$ cat src/rtl/sram_bus_arbiter.sv
`default_nettype none
// ============================================================================
// Module   : sram_bus_arbiter
// Purpose  : Shares one 16-bit SRAM between the byte-wide CPU and the video
//            fetcher. It sequences the strobes, steers the byte lanes and
//            stretches the CPU clock. SRAM_ARB_WAITSTATE_EN adds a read phase
//            and a second write-pulse phase.
// Revision : 1.0 - initial release
// ============================================================================
module sram_bus_arbiter #(
    parameter int ADDR_W = 21
) (
    input  logic              sys_clk,
    input  logic              btn_resetn,
    input  logic              cpu_req,
    input  logic              cpu_rw,
    input  logic [ADDR_W-1:0] cpu_addr,
    input  logic [7:0]        cpu_wdata,
    output logic [7:0]        cpu_rdata,
    output logic              cpu_hold,
    input  logic              vid_req,
    input  logic [ADDR_W-1:0] vid_addr,
    output logic [7:0]        vid_rdata,
    output logic              vid_ack,
    output logic [ADDR_W-2:0] sram_addr,
    output logic [15:0]       sram_dq_o,
    output logic [1:0]        sram_dq_oe,
    input  logic [15:0]       sram_dq_i,
    output logic              sram_ce_n,
    output logic              sram_oe_n,
    output logic              sram_we_n,
    output logic              sram_ub_n,
    output logic              sram_lb_n
);

    typedef enum logic [2:0] {
        IDLE      = 3'd0,
        RD1       = 3'd1,
        RD2       = 3'd2,
        RD3       = 3'd3,
        WR_SETUP  = 3'd4,
        WR_PULSE  = 3'd5,
        WR_PULSE2 = 3'd6,
        WR_HOLD   = 3'd7
    } state_t;

    state_t            state_q, state_d;
    logic              gnt_vid_q, gnt_vid_d;
    logic              done_q, done_d;
    logic [ADDR_W-1:0] addr_q, addr_d;
    logic [7:0]        wdata_q, wdata_d;
    logic [7:0]        cpu_rdata_q, vid_rdata_q;
    logic              ce_n_q, oe_n_q, we_n_q, ub_n_q, lb_n_q;
    logic [1:0]        dq_oe_q;

    logic              w_cpu_pend, w_vid_pend, w_pick_vid, w_capture;
    logic              w_rd_d, w_wr_d, w_we_d, w_act_d;
    logic [7:0]        w_byte;

    // The requester being acked in the done cycle still holds req; it is not a new request.
    assign w_cpu_pend = cpu_req & ~(done_q & ~gnt_vid_q);
    assign w_vid_pend = vid_req & ~(done_q & gnt_vid_q);

    always_comb begin
        state_d    = state_q;
        gnt_vid_d  = gnt_vid_q;
        addr_d     = addr_q;
        wdata_d    = wdata_q;
        done_d     = 1'b0;
        w_capture  = 1'b0;
        w_pick_vid = 1'b0;
        case (state_q)
            IDLE: begin
                if (w_cpu_pend || w_vid_pend) begin
                    w_pick_vid = (w_cpu_pend && w_vid_pend) ? ~gnt_vid_q : w_vid_pend;
                    gnt_vid_d  = w_pick_vid;
                    addr_d     = w_pick_vid ? vid_addr : cpu_addr;
                    wdata_d    = cpu_wdata;
                    state_d    = (w_pick_vid || cpu_rw) ? RD1 : WR_SETUP;
                end
            end
            RD1: state_d = RD2;
            RD2: begin
`ifdef SRAM_ARB_WAITSTATE_EN
                state_d = RD3;
`else
                state_d   = IDLE;
                done_d    = 1'b1;
                w_capture = 1'b1;
`endif
            end
            RD3: begin
                state_d   = IDLE;
                done_d    = 1'b1;
                w_capture = 1'b1;
            end
            WR_SETUP: state_d = WR_PULSE;
            WR_PULSE: begin
`ifdef SRAM_ARB_WAITSTATE_EN
                state_d = WR_PULSE2;
`else
                state_d = WR_HOLD;
`endif
            end
            WR_PULSE2: state_d = WR_HOLD;
            WR_HOLD: begin
                state_d = IDLE;
                done_d  = 1'b1;
            end
            default: state_d = IDLE;
        endcase
    end

    // Strobes are decoded from the next state so they come straight off flops.
    assign w_rd_d  = (state_d == RD1) || (state_d == RD2) || (state_d == RD3);
    assign w_we_d  = (state_d == WR_PULSE) || (state_d == WR_PULSE2);
    assign w_wr_d  = (state_d == WR_SETUP) || (state_d == WR_HOLD) || w_we_d;
    assign w_act_d = w_rd_d | w_wr_d;
    assign w_byte  = addr_q[0] ? sram_dq_i[15:8] : sram_dq_i[7:0];

    always_ff @(posedge sys_clk or negedge btn_resetn) begin
        if (!btn_resetn) begin
            state_q     <= IDLE;
            gnt_vid_q   <= 1'b0;
            done_q      <= 1'b0;
            addr_q      <= '0;
            wdata_q     <= '0;
            cpu_rdata_q <= 8'hFF;
            vid_rdata_q <= 8'hFF;
            ce_n_q      <= 1'b1;
            oe_n_q      <= 1'b1;
            we_n_q      <= 1'b1;
            ub_n_q      <= 1'b1;
            lb_n_q      <= 1'b1;
            dq_oe_q     <= 2'b00;
        end else begin
            state_q   <= state_d;
            gnt_vid_q <= gnt_vid_d;
            done_q    <= done_d;
            addr_q    <= addr_d;
            wdata_q   <= wdata_d;
            ce_n_q    <= ~w_act_d;
            oe_n_q    <= ~w_rd_d;
            we_n_q    <= ~w_we_d;
            ub_n_q    <= ~(w_act_d & addr_d[0]);
            lb_n_q    <= ~(w_act_d & ~addr_d[0]);
            dq_oe_q   <= w_wr_d ? {addr_d[0], ~addr_d[0]} : 2'b00;
            if (w_capture) begin
                if (gnt_vid_q) begin
                    vid_rdata_q <= w_byte;
                end else begin
                    cpu_rdata_q <= w_byte;
                end
            end
        end
    end

    assign cpu_hold   = cpu_req & ~(done_q & ~gnt_vid_q);
    assign vid_ack    = done_q & gnt_vid_q;
    assign cpu_rdata  = cpu_rdata_q;
    assign vid_rdata  = vid_rdata_q;
    assign sram_addr  = addr_q[ADDR_W-1:1];
    assign sram_dq_o  = {wdata_q, wdata_q};
    assign sram_dq_oe = dq_oe_q;
    assign sram_ce_n  = ce_n_q;
    assign sram_oe_n  = oe_n_q;
    assign sram_we_n  = we_n_q;
    assign sram_ub_n  = ub_n_q;
    assign sram_lb_n  = lb_n_q;

endmodule
`default_nettype wire

$ cat config.mk
export PLATFORM = sky130hd
export DESIGN_NAME = sram_bus_arbiter
export DESIGN_NICKNAME = d
export VERILOG_FILES = /design/src/rtl/sram_bus_arbiter.sv
export SDC_FILE = /design/constraint.sdc
export NUM_CORES = 1
export LEC_CHECK = 0
export CAP_MARGIN = 20
export CORE_MARGIN = 8
export CORE_UTILIZATION = 30
export DETAILED_ROUTE_END_ITERATION = 16
export GPL_TIMING_DRIVEN = 1
export PLACE_DENSITY = 0.67
export SYNTH_ARGS = -nofsm -noshare
export SYNTH_HDL_FRONTEND = slang
export SYNTH_SLANG_ARGS = --single-unit
$ cat constraint.sdc
create_clock -name sys_clk -period 3.84 [get_ports sys_clk]
set_input_delay 0.768 -clock sys_clk [delete_from_list [all_inputs] [get_ports sys_clk]]
set_output_delay 0.768 -clock sys_clk [all_outputs]
set_load 0.02 [all_outputs]
==> impl_metrics.toml <==
[layout]
regArea_sq_um = 1450
antennaDiodeCount = 0
final_util_pct = 45.7
design_area_sq_um = 4400
area_growth_pct = 49.3
drive_gt1_share_pct = 21.3
layout.nets = 423
fillers = 953
multi_input_comb_area_sq_um = 1190

[grt]
use_met2_pct = 21.0
overflow = 0
antenna_found_initial = 0
grt_use_total_pct = 12.6
grt-busiest-layer = "met2"
use_met1_pct = 14.4
grt_max_degree = 47
grt_first_pass_wirelength_mm = 12.9
globalRouteMet3Util_pct = 4.99
grt_pass1_vias = 2395

[power]
switching_power_w = 0.00141
seq_power_share_pct = 31.1
power_frac_comb_pct = 52.9
p_clk_share_pct = 16.0
peakVddDrop_uv = 303
internal_power_w = 0.00239
p_sw_share_pct = 37.2
p_leak_nw = 1.79
powerDensity_nw_per_um2 = 865

[timing]
tightest_slew_ps = 1020
hold_violations = 0
finalCritPeriodShare_pct = 78.3
report.final.slew_viol_count = 0
fmax_mhz = 332
slew_headroom_pct = 32.0
grt_setup_unrepaired = "no"
setup_tns_ps = 0
finalCriticalPeriod_ps = 3010
fin_skew_ps = 7.90
setup_viol = 0
finalWorstSetupSlack_ps = 832

[critical_path]
critPathCaptureType = "primary output"
ff2ff_setup_slack_ps = 1720
criticalPathCategory = "in2out"
start_kind = "input pin"
r2r-end = "addr_q[14]"
critPathMaxFanout = 5
arrival_ps = 2240
crit_end = "cpu_hold"
crit_start = "cpu_req"
crit_required_ps = 3070
r2r-start = "state_q[1]"
rr_worst_depth = 4

[yosys]
yosysMostFrequentCell = "dfrtp_1"
synth_edf_count = 0
ys_types = 29
dominantRegCellSynth = "dfrtp_1"
synth_largest_area_cell = "dfrtp_1"
synth_async_sr_flop_share_pct = 100
yosysWarnings = 0
ys_top_cells_by_area = "dfrtp_1 (31%), dfstp_2 (19%), mux2_4 (10%), buf_4 (7.1%), a32o_1 (6.8%)"
synth_top_area_share_pct = 30.6
synthesis.area_sq_um = 2950
synthCells = 248
syn-mean-instance-area_sq_um = 11.9
netlist_top_cells_count = "dfrtp_1 (36), buf_4 (28), and2_1 (23), dfstp_2 (21)"
synth_seq_cells = 57
ys_seq_area_share_pct = 49.3
synth.net_count = 319

[floorplan]
fp.dieArea_sq_um = 13300
ios = 132
die_w_um = 115
initial_core_util_pct = 30.6
die_y_um = 115
fp.coreArea_sq_um = 9640
row_count = 36

[clock_tree]
h-tree-depth = 3
ctsHoldBuffers = 0
tritoncts = "built"
cts_resized = 0
cts.path.max_buffers = 2
clockRootBuffer = "clkbuf_8"
post_cts.repair.setup_buffers = 0
cts.sinks = 57
worstSkewPairLatency_ps = 330
cts_inserted_buffers = 9
clk_pin_slew_ps = 70

[route]
finalWirelength_mm = 8.40
drt-initial-drc-count = 100
viasPerCell = 4.63
ant_nets = 0
drt_first_pass_iters = 4
num_vias = 2270
drt_drc_violations_left = 0
drt-wirelength-per-cell_um = 17.1

[placed_design]
dpl_cell_area_sq_um = 4170
portBuffers = 131
dp_hpwl_mm = 6.17
gp_congestion = 0.720
dp_slack_ps = 845

[status]
status = "completed"

[min_path]
hp-class = "in2async"

[job]
drv_cap = 0
==> cell type report <==
type / count / share of cell area (%)
sequential: 57 / 33.0
timing repair buffer: 137 / 31.0
multi-input combinational: 142 / 27.0
tap: 133 / 3.78
clock buffer: 10 / 2.90
clock inverter: 6 / 1.88
inverter: 5 / 0.426
==> critical path, stage by stage <==
cell and delay, ps:
clkdlybuf4s50_1 560, inv_1 80, a21oi_1 180, clkdlybuf4s50_1 650
==> cell families (layout without fill, tap and decap cells) <==
kind of cell,after synthesis,count (layout),share of synthesized area (%)
AO/OA/AOI/OAI,52,52,14.0
buffers and inverters,49,158,10.7
flip-flops,57,57,49.3
multiplexers,37,37,16.3
AND/OR/NAND/NOR,53,53,9.72
==> flip-flops by register name, summed over array words and instances, names as in the netlist, 2 cells and up <==
| name | flops |
|---|---|
| cpu_rdata | 8 |
| sram_dq_oe | 2 |
| vid_rdata | 8 |
| addr_q | 21 |
| wdata_q | 8 |
| state_q | 3 |
==> cell usage in the layout, fill, tap and decap left out, types with 8 or more instances in the layout <==
master,n
and2_1,23
clkbuf_8,9
o21ai_0,12
a21oi_1,9
mux2i_1,9
mux2_2,8
nor2_1,10
mux2_4,20
dfrtp_1,36
nand2_1,12
a32o_1,20
dfstp_2,21
clkdlybuf4s50_1,130
==> how the worst min path moves through the flow <==
stage,from,end,slack (ps),depth (start not counted)
5_1_grt,btn_resetn,addr_q[6],430,1
2_1_floorplan,btn_resetn,addr_q[0],470,0
3_5_place_dp,vid_rdata[0],vid_rdata[0],480,2
3_3_place_gp,vid_rdata[4],vid_rdata[4],470,2
4_1_cts,vid_rdata[0],vid_rdata[0],490,2
6_report,btn_resetn,wdata_q[3],410,1
==> power groups by stage <==
stage                     Clock, W  Sequential [W]  Combinational [W]
final                     0.000609         0.00118            0.00201
after global routing      0.000671         0.00122            0.00215
after CTS                 0.000633         0.00119            0.00205
after detailed placement         0         0.00119            0.00204
after global placement           0         0.00118            0.00202
after floorplan                  0         0.00133            0.00122
==> metrics by stage <==
stage                     instances  hold WS (ps)  total power, W
after floorplan                 248           472         0.00255
after global placement          473           470         0.00320
after detailed placement        473           476         0.00323
after CTS                       489           485         0.00387
after global routing            490           431         0.00405
final                           490           408         0.00380
==> routing by layer <==
metal	up-vias	part of all wire [%]
met2	86	50
met1	1118	41
met3	6	8.2
met4	0	0.75
met5	-	0
li1	1060	-
(Power assumes the default switching activity.)
